==> src/rtl/dev_output_pkg.sv <==
// dev_output_pkg: register map offsets and the byte-lane merge helper
// shared by the output bank and its channels.
package dev_output_pkg;

  // DATA[i] sits at DATA_BASE + i; the control registers follow the NCH
  // data words, so MODE_IDX = NCH + MODE_OFS and so on.
  localparam int DATA_BASE  = 0;
  localparam int MODE_OFS   = 0;
  localparam int PULSE_OFS  = 1;
  localparam int STATUS_OFS = 2;
  localparam int COMMIT_OFS = 3;

  // Widest bus the merge helper handles; callers zero-extend into it and
  // truncate the result back to their own width with a size cast.
  localparam int MERGE_W = 256;

  // Replace only the bytes whose enable bit is set.
  function automatic logic [MERGE_W-1:0] merge(input logic [MERGE_W-1:0]   old_v,
                                               input logic [MERGE_W-1:0]   new_v,
                                               input logic [MERGE_W/8-1:0] be);
    logic [MERGE_W-1:0] r;
    r = old_v;
    for (int b = 0; b < MERGE_W/8; b++) begin
      if (be[b]) r[b*8 +: 8] = new_v[b*8 +: 8];
    end
    return r;
  endfunction

endpackage

==> src/rtl/dev_output_chan.sv <==
// dev_output_chan: one output channel -- live register, pulse counter and
// busy flag. With DEV_OUTPUT_SHADOW_EN defined, writes land in a shadow
// register that is copied to the live output on commit.
module dev_output_chan
  import dev_output_pkg::*;
#(
  parameter int DATA_W  = 32,
  parameter int PULSE_W = 16
) (
  input  logic                clk,
  input  logic                reset,
  input  logic                wr,
  input  logic                commit,
  input  logic [DATA_W/8-1:0] be,
  input  logic [DATA_W-1:0]   data,
  input  logic                mode,
  input  logic [PULSE_W-1:0]  pulse_len,
  output logic [DATA_W-1:0]   live,
  output logic [DATA_W-1:0]   rd_val,
  output logic                busy
);

  logic [DATA_W-1:0]  live_q;
  logic [PULSE_W-1:0] cnt_q;
  logic               busy_q;
  logic               load;
  logic               expire;
  logic [DATA_W-1:0]  merged;

`ifdef DEV_OUTPUT_SHADOW_EN
  logic [DATA_W-1:0] shadow_q;

  assign merged = DATA_W'(merge(MERGE_W'(shadow_q), MERGE_W'(data), (MERGE_W/8)'(be)));
  // Commit starts a pulse only when there is something non-zero to show.
  assign load   = commit && mode && (pulse_len != '0) && (shadow_q != '0);
  assign rd_val = shadow_q;

  // Shadow register collects byte-enabled writes until the next commit.
  always_ff @(posedge clk or posedge reset) begin
    if (reset)   shadow_q <= '0;
    else if (wr) shadow_q <= merged;
  end

  // Live output follows the shadow on commit; expiry clears only the live copy.
  always_ff @(posedge clk or posedge reset) begin
    if (reset)       live_q <= '0;
    else if (commit) live_q <= shadow_q;
    else if (expire) live_q <= '0;
  end
`else
  logic unused_commit;

  assign unused_commit = commit;
  assign merged = DATA_W'(merge(MERGE_W'(live_q), MERGE_W'(data), (MERGE_W/8)'(be)));
  // Any DATA write in pulse mode (even with no byte lanes enabled) retriggers.
  assign load   = wr && mode && (pulse_len != '0);
  assign rd_val = live_q;

  // Live output takes writes directly; a write beats a same-edge expiry.
  always_ff @(posedge clk or posedge reset) begin
    if (reset)       live_q <= '0;
    else if (wr)     live_q <= merged;
    else if (expire) live_q <= '0;
  end
`endif

  // The count was loaded with PULSE_LEN, so reaching 1->0 ends the pulse
  // after exactly PULSE_LEN cycles of non-zero output.
  assign expire = busy_q && mode && (cnt_q == PULSE_W'(1)) && !load;

  // Pulse counter: reload on a fresh pulse, stop if the channel leaves
  // pulse mode, otherwise count down to expiry.
  always_ff @(posedge clk or posedge reset) begin
    if (reset) begin
      cnt_q  <= '0;
      busy_q <= 1'b0;
    end else if (load) begin
      cnt_q  <= pulse_len;
      busy_q <= 1'b1;
    end else if (busy_q) begin
      if (!mode || expire) begin
        cnt_q  <= '0;
        busy_q <= 1'b0;
      end else begin
        cnt_q  <= cnt_q - 1'b1;
      end
    end
  end

  assign live = live_q;
  assign busy = busy_q;

endmodule

==> src/rtl/dev_output_bank.sv <==
// dev_output_bank: memory-mapped bank of NCH output channels with hold and
// pulse modes. Optional double buffering via DEV_OUTPUT_SHADOW_EN.
module dev_output_bank
  import dev_output_pkg::*;
#(
  parameter int DATA_W  = 32,
  parameter int NCH     = 4,
  parameter int ADDR_W  = 4,
  parameter int PULSE_W = 16
) (
  input  logic                  clk,
  input  logic                  reset,
  input  logic [ADDR_W-1:0]     add,
  input  logic                  write_en,
  input  logic [DATA_W/8-1:0]   byte_en,
  input  logic [DATA_W-1:0]     data_in,
  output logic [DATA_W-1:0]     rd_data,
  output logic [NCH*DATA_W-1:0] dev_out,
  output logic [NCH-1:0]        busy
);

  localparam int MODE_IDX   = DATA_BASE + NCH + MODE_OFS;
  localparam int PULSE_IDX  = DATA_BASE + NCH + PULSE_OFS;
  localparam int STATUS_IDX = DATA_BASE + NCH + STATUS_OFS;
  localparam int COMMIT_IDX = DATA_BASE + NCH + COMMIT_OFS;

  logic [31:0]        add_idx;
  logic [NCH-1:0]     mode_q;
  logic [PULSE_W-1:0] pulse_len_q;
  logic [NCH-1:0]     busy_w;
  logic               commit;
  logic [DATA_W-1:0]  chan_rd [NCH];

  assign add_idx = 32'(add);

`ifdef DEV_OUTPUT_SHADOW_EN
  assign commit = write_en && (add_idx == 32'(COMMIT_IDX));
`else
  assign commit = 1'b0;
`endif

  // Control registers: channel mode bits and the pulse length for new loads.
  always_ff @(posedge clk or posedge reset) begin
    if (reset) begin
      mode_q      <= '0;
      pulse_len_q <= '0;
    end else if (write_en) begin
      if (add_idx == 32'(MODE_IDX))
        mode_q <= NCH'(merge(MERGE_W'(mode_q), MERGE_W'(data_in), (MERGE_W/8)'(byte_en)));
      if (add_idx == 32'(PULSE_IDX))
        pulse_len_q <= PULSE_W'(merge(MERGE_W'(pulse_len_q), MERGE_W'(data_in),
                                      (MERGE_W/8)'(byte_en)));
    end
  end

  genvar i;
  generate
    for (i = 0; i < NCH; i++) begin : g_chan
      dev_output_chan #(
        .DATA_W  (DATA_W),
        .PULSE_W (PULSE_W)
      ) u_chan (
        .clk       (clk),
        .reset     (reset),
        .wr        (write_en && (add_idx == 32'(DATA_BASE + i))),
        .commit    (commit),
        .be        (byte_en),
        .data      (data_in),
        .mode      (mode_q[i]),
        .pulse_len (pulse_len_q),
        .live      (dev_out[i*DATA_W +: DATA_W]),
        .rd_val    (chan_rd[i]),
        .busy      (busy_w[i])
      );
    end
  endgenerate

  // Combinational read mux; COMMIT and unmapped indices read as zero.
  always_comb begin
    rd_data = '0;
    for (int c = 0; c < NCH; c++) begin
      if (add_idx == 32'(DATA_BASE + c)) rd_data = chan_rd[c];
    end
    if (add_idx == 32'(MODE_IDX))   rd_data = DATA_W'(mode_q);
    if (add_idx == 32'(PULSE_IDX))  rd_data = DATA_W'(pulse_len_q);
    if (add_idx == 32'(STATUS_IDX)) rd_data = DATA_W'(busy_w);
  end

  assign busy = busy_w;

endmodule

==> config.mk <==
export PLATFORM = sky130hd
export DESIGN_NAME = dev_output_bank
export DESIGN_NICKNAME = d
export VERILOG_FILES = /design/src/rtl/dev_output_pkg.sv /design/src/rtl/dev_output_chan.sv /design/src/rtl/dev_output_bank.sv
export SDC_FILE = /design/constraint.sdc
export NUM_CORES = 1
export LEC_CHECK = 0
export ABC_AREA = 1
export CORE_MARGIN = 2
export CORE_UTILIZATION = 56
export DETAILED_ROUTE_END_ITERATION = 16
export GPL_ROUTABILITY_DRIVEN = 0
export PLACE_DENSITY = 0.84
export SYNTH_ARGS = -nofsm -noshare
export SYNTH_HDL_FRONTEND = slang
export SYNTH_SLANG_ARGS = --single-unit
==> constraint.sdc <==
create_clock -name clk -period 21.6 [get_ports clk]
set_clock_uncertainty 0.2 [all_clocks]
set_input_delay 6.48 -clock clk [delete_from_list [all_inputs] [get_ports clk]]
set_output_delay 6.48 -clock clk [all_outputs]
set_load 0.05 [all_outputs]
==> Yosys cells after proc, flatten, opt, wreduce, memory -nomap -nowiden <==
Cells that the tools add are included.
{ "op_classes": {"n_reduce_logical": 65, "n_mux": 43, "eq_ne": 26, "n_addsub": 4} }
{ "op_table": {"columns": ["operator", "n"], "rows": [
  ["two-way mux 32 bit", 15],
  ["two-way mux 16 bit", 12],
  ["equality test 16 x 1 -> 1 bit, second input constant", 4],
  ["subtractor 16 x 1 -> 16 bit, second input constant", 4],
  ["zero test 32 bit", 1],
  ["two-way mux 8 bit", 4],
  ["inequality test 2 bit, second input constant", 16],
  ["AND reduction 2 bit", 16],
  ["logical AND 1 bit", 24],
  ["nonzero test 16 bit", 1],
  ["nonzero test 2 bit", 8],
  ["equality test 4 x 3 -> 1 bit, second input constant", 3],
  ["two-way mux 1 bit", 12],
  ["AND reduction 3 bit", 3],
  ["equality test 4 x 2 -> 1 bit, second input constant", 2],
  ["zero test 1 bit", 8],
  ["equality test 4 x 1 -> 1 bit, second input constant", 1],
  ["logical OR 1 bit", 4]
]} }
{ "word_totals": {"ff_bits": 216, "output_inout_bits": 164, "input_bits": 43, "elab_cells": 165} }

==> Depth between registers and ports, before layout <==
{ "depth": {"depth_word": 10, "mapped_depth": 12, "depth_no_buf": 10} }

==> By module <==
From an unflattened synthesis, not the netlist that was laid out.
{ "hier_totals": {"cells_unflattened": 1898, "area_unflattened_um2": 14028.5} }
{ "by_module_without_submodules": {"columns": ["mod", "cells_each", "area_per_inst_um2", "seq_area_each_um2", "n_inst"], "rows": [
  ["dev_output_chan", 385, 2984.1, 1226.2, 4],
  ["dev_output_bank", 358, 2092.0, 500.5, 1]
]} }

==> Worst setup path after synthesis <==
No wires, ideal clock.
{ "synth_path": {"path_type": "input to output", "from": "input add[2]", "to": "output rd_data[16]", "path_buffers": 1, "required_ns": 14.920, "slack_ns": 6.848, "arrival_ns": 8.072, "cell_stages": 6, "path_cell_list": "nor2_4 > nand2_1 > inv_1 > clkbuf_1 > nand2_1 > a31oi_1"} }
{ "synth_between": {"elab_chain_len": 8, "word_cells_on_any_way": 14, "cone_classes": "6 x eq/ne; 7 x mux; 1 x reduce/logical"} }
{ "synth_lines": {"columns": ["item", "line_no", "source"], "rows": [
  ["start, declared", "dev_output_bank.sv:13", "input logic [ADDR_W-1:0] add,"],
  ["zero test 32 bit", "dev_output_bank.sv:82", "if (add_idx == 32'(DATA_BASE + c)) rd_data = chan_rd[c];"],
  ["two-way mux 32 bit (4 in a row)", "dev_output_bank.sv:82", null],
  ["two-way mux 32 bit", "dev_output_bank.sv:84", "if (add_idx == 32'(MODE_IDX)) rd_data = DATA_W'(mode_q);"],
  ["two-way mux 32 bit", "dev_output_bank.sv:85", "if (add_idx == 32'(PULSE_IDX)) rd_data = DATA_W'(pulse_len_q);"],
  ["two-way mux 32 bit *", "dev_output_bank.sv:86", "if (add_idx == 32'(STATUS_IDX)) rd_data = DATA_W'(busy_w);"],
  ["end, declared", "dev_output_bank.sv:17", "output logic [DATA_W-1:0] rd_data,"]
]} }
Every way passes the cells marked *; elsewhere a longest branch is shown, timed or not.

==> Worst setup path in the final report <==
{ "layout_path": {"from": "input add[1]", "to": "output rd_data[0]"} }
Same word-level chain as after synthesis.

==> impl_results.md <==
* Die Height at 151 um
* Critical path type: in2out
* Post-DP HPWL at 27.2 mm
* Hold Crit Class: reg2reg
* Final setup violation count at 0
* Static leakage at 0.00764 uW
* CP startpoint kind: input port
* Net Count, Synth at 1,737
* Boundary Pins at 207
* Worst Setup End Kind: output pin
* Initial antenna violation count at 0
* Post-route ant nets at 0
* Clock Path Buffers at 3
* PD cells at 109 nW/um2
* Final Slew Violations at 0
* Worst Hold Depth at 2
* Syn_area_per_cell at 7.15 um2
* Port Buffers at 206
* Critical path arrival at 9830 ps
* Fin crit period at 16,510 ps
* N_diodes at 0
* Worst Reg2Reg Path Length in Cells at 9
* TritonCTS Buffers at 24
* Worst Hold Endpoint: g_chan[3].u_chan.live[1]
* Peak Freq at 60.6 MHz
* Fin crit share at 76.4%
* Setup TNS at 0 ps
* H-tree depth at 1
* Routed length per placed instance at 18.4 um
* Pin count of the biggest net entering global routing at 134
* CP Cell Sequence: clkdlybuf4s50_1, nand2_2, nor2_4, inv_2, nor2_1, nor2_1, nand4_1, clkdlybuf4s50_1
* Critical-path maximum fanout at 33
* Sequential share of the synthesized area at 44.9%
* Post-layout util at 70.9%
* Hold-fix buffers, CTS at 0
* Post-Syn Area at 12,000 um2
* Max Cap Viol at 0
* Buffers plus inverters on the worst setup path at 3
* First-pass GRT wire length at 62.1 mm
* R2r startpoint: pulse_len_q[9]
* Drt pass-1 iters at 7
* Iter 0 DRT Violations at 1,059
* Worst rel slew slack at 15.4%
* CTS tree: built
* Cells after Synth at 1,686
* Flop2flop setup slack at 18,810 ps
* Crit path max-delay family: buffers and inverters
* CP peak stage delay at 830 ps
* Measured slew at the worst slew-check pin at 1270 ps
* Via count at 12,395
* Vias in the first global route at 11,731
* Total gr overflow at 0
* Clk root buf: clkbuf_16
* Post-CTS Setup Bufs at 0
* Die Wd at 151 um
* Nets@finish at 1,916
* Min-delay src: g_chan[3].u_chan.live[1]
* Skew-Pair Late Insertion Delay at 520 ps
* CTS resizes at 0
* DIE AREA at 22,700 um2
* RSZ-0062 raised after global routing: no
* Vias/cell at 5.75
* Total wire length at 39.6 mm
* Yosys cell types at 32
* Clk sinks at 216
* Reg-to-reg critical path endpoint: g_chan[0].u_chan.cnt_q[14]
* Area Growth Syn to Fin at 24.1%
* Hold violation count in the final report at 0
* Core area at 21,100 um2
* Row cnt at 53
* CP required at 14,920 ps
* Share of cells above drive strength 1 at 4.47%
* Peak supply drop at 0.0000690 V
* Starting density of the core at 57.1%
* Ys Warns at 0
* Reg clk slew, reported paths at 60 ps
* Outcome: finished clean
* GRT Util Overall at 35.0%
* Yosys reg bits at 216
* Worst path slowest cell: clkdlybuf4s50_1
* DRC at 0
## tightest hold or removal path, stage by stage, from the launching register on
cell and delay (ps):
dfrtp_1 370, nand2_1 60, nand2_1 50
## routing by layer
layer	track usage, %	routed length [um]
met1	45.6	15000
met2	55.2	18100
met3	8.45	4340
met4	16.5	2130
met5	0	0
## synth_stat cells
cell,instances,share of area (%)
nor3_4,1,0.14
nand3b_1,5,0.31
nand2_1,607,19
inv_2,2,0.062
nor3_1,5,0.21
inv_4,1,0.052
dfrtp_1,216,45
o21ai_1,9,0.37
nor2_1,126,3.9
a21oi_4,1,0.14
buf_6,5,0.47
nor2_2,19,0.99
nand2_8,1,0.17
clkinv_1,3,0.093
a31oi_1,15,0.78
o21ai_0,73,3.0
xor2_1,25,1.8
inv_6,1,0.073
nand3_2,4,0.33
nand2_4,2,0.19
buf_1,1,0.031
ha_1,8,0.83
buf_4,8,0.50
clkbuf_1,24,0.75
buf_2,19,0.79
a21oi_1,27,1.1
inv_1,152,4.7
nand2_2,4,0.21
nor2_4,6,0.56
xnor2_1,9,0.65
nand3_1,293,12
nand4_1,14,0.73
## stage by stage
stage,cell area [um2],std cells,hold WS (ps),total power (uW),setup slack [ps]
4_1_cts,14900,2155,304,1620,5160
2_1_floorplan,12000,1686,292,1020,6850
6_report,14900,2155,308,1630,5090
3_3_place_gp,14200,2114,281,1210,5290
5_1_grt,14900,2155,348,1720,4990
3_5_place_dp,14200,2114,289,1220,5190
## where the power goes
part / total (uW) / internal, uW / switching, uW / leakage, uW
logic: 654 / 221 / 433 / 0.00443
clock network: 397 / 230 / 167 / 0.000363
registers: 576 / 477 / 99.1 / 0.00285
## sequential cells by signal (all words and copies together), names as in the netlist
name                 cells
g_chan.u_chan.busy       4
g_chan.u_chan.cnt_q     64
g_chan.u_chan.live     128
mode_q                   4
pulse_len_q             16
## cells by family (layout without fill, tap and decap cells)
logic type      Yosys count  after routing  synth area share (%)
xor+xnor                 34             34                  2.47
buf+inv                 216            410                  7.55
flops                   216            216                  44.9
simple gates           1087           1087                  38.8
fa+ha+maj                 8              8                 0.831
compound gates          125            125                  5.44
## final cells by class
class / instances / area [um2]
Timing Repair Buffer: 210 / 2090
Clock inverter: 9 / 91.3
Fill cell: 1726 / 6140
Inverter: 159 / 612
Sequential cell: 216 / 5410
Clock buffer: 32 / 671
Tap cell: 275 / 344
Multi-Input combinational cell: 1254 / 5730
## layout by cell type, fill, tap and decap left out, types with 5 or more instances in the layout
cell type          n
nor2_1           126
dfrtp_1          216
nand3_1          293
a31oi_1           15
xor2_1            25
nand2_1          607
ha_1               8
xnor2_1            9
a21oi_1           27
o21ai_1            9
clkbuf_16         24
inv_1            151
nand3b_1           5
nor2_2            19
clkdlybuf4s50_1  206
nor3_1             5
nand4_1           14
nor2_4             6
o21ai_0           73
## how the worst max path moves through the flow
stage          startpoint           to  slack (ps)  depth (start not counted)
2_1_floorplan      add[2]  rd_data[16]        6850                          6
3_3_place_gp       add[1]   rd_data[0]        5290                          8
3_5_place_dp       add[1]   rd_data[1]        5190                          8
4_1_cts            add[1]   rd_data[0]        5160                          8
5_1_grt            add[1]   rd_data[0]        4990                          8
6_report           add[1]   rd_data[0]        5090                          8
Power figures use the tool's default switching activity.
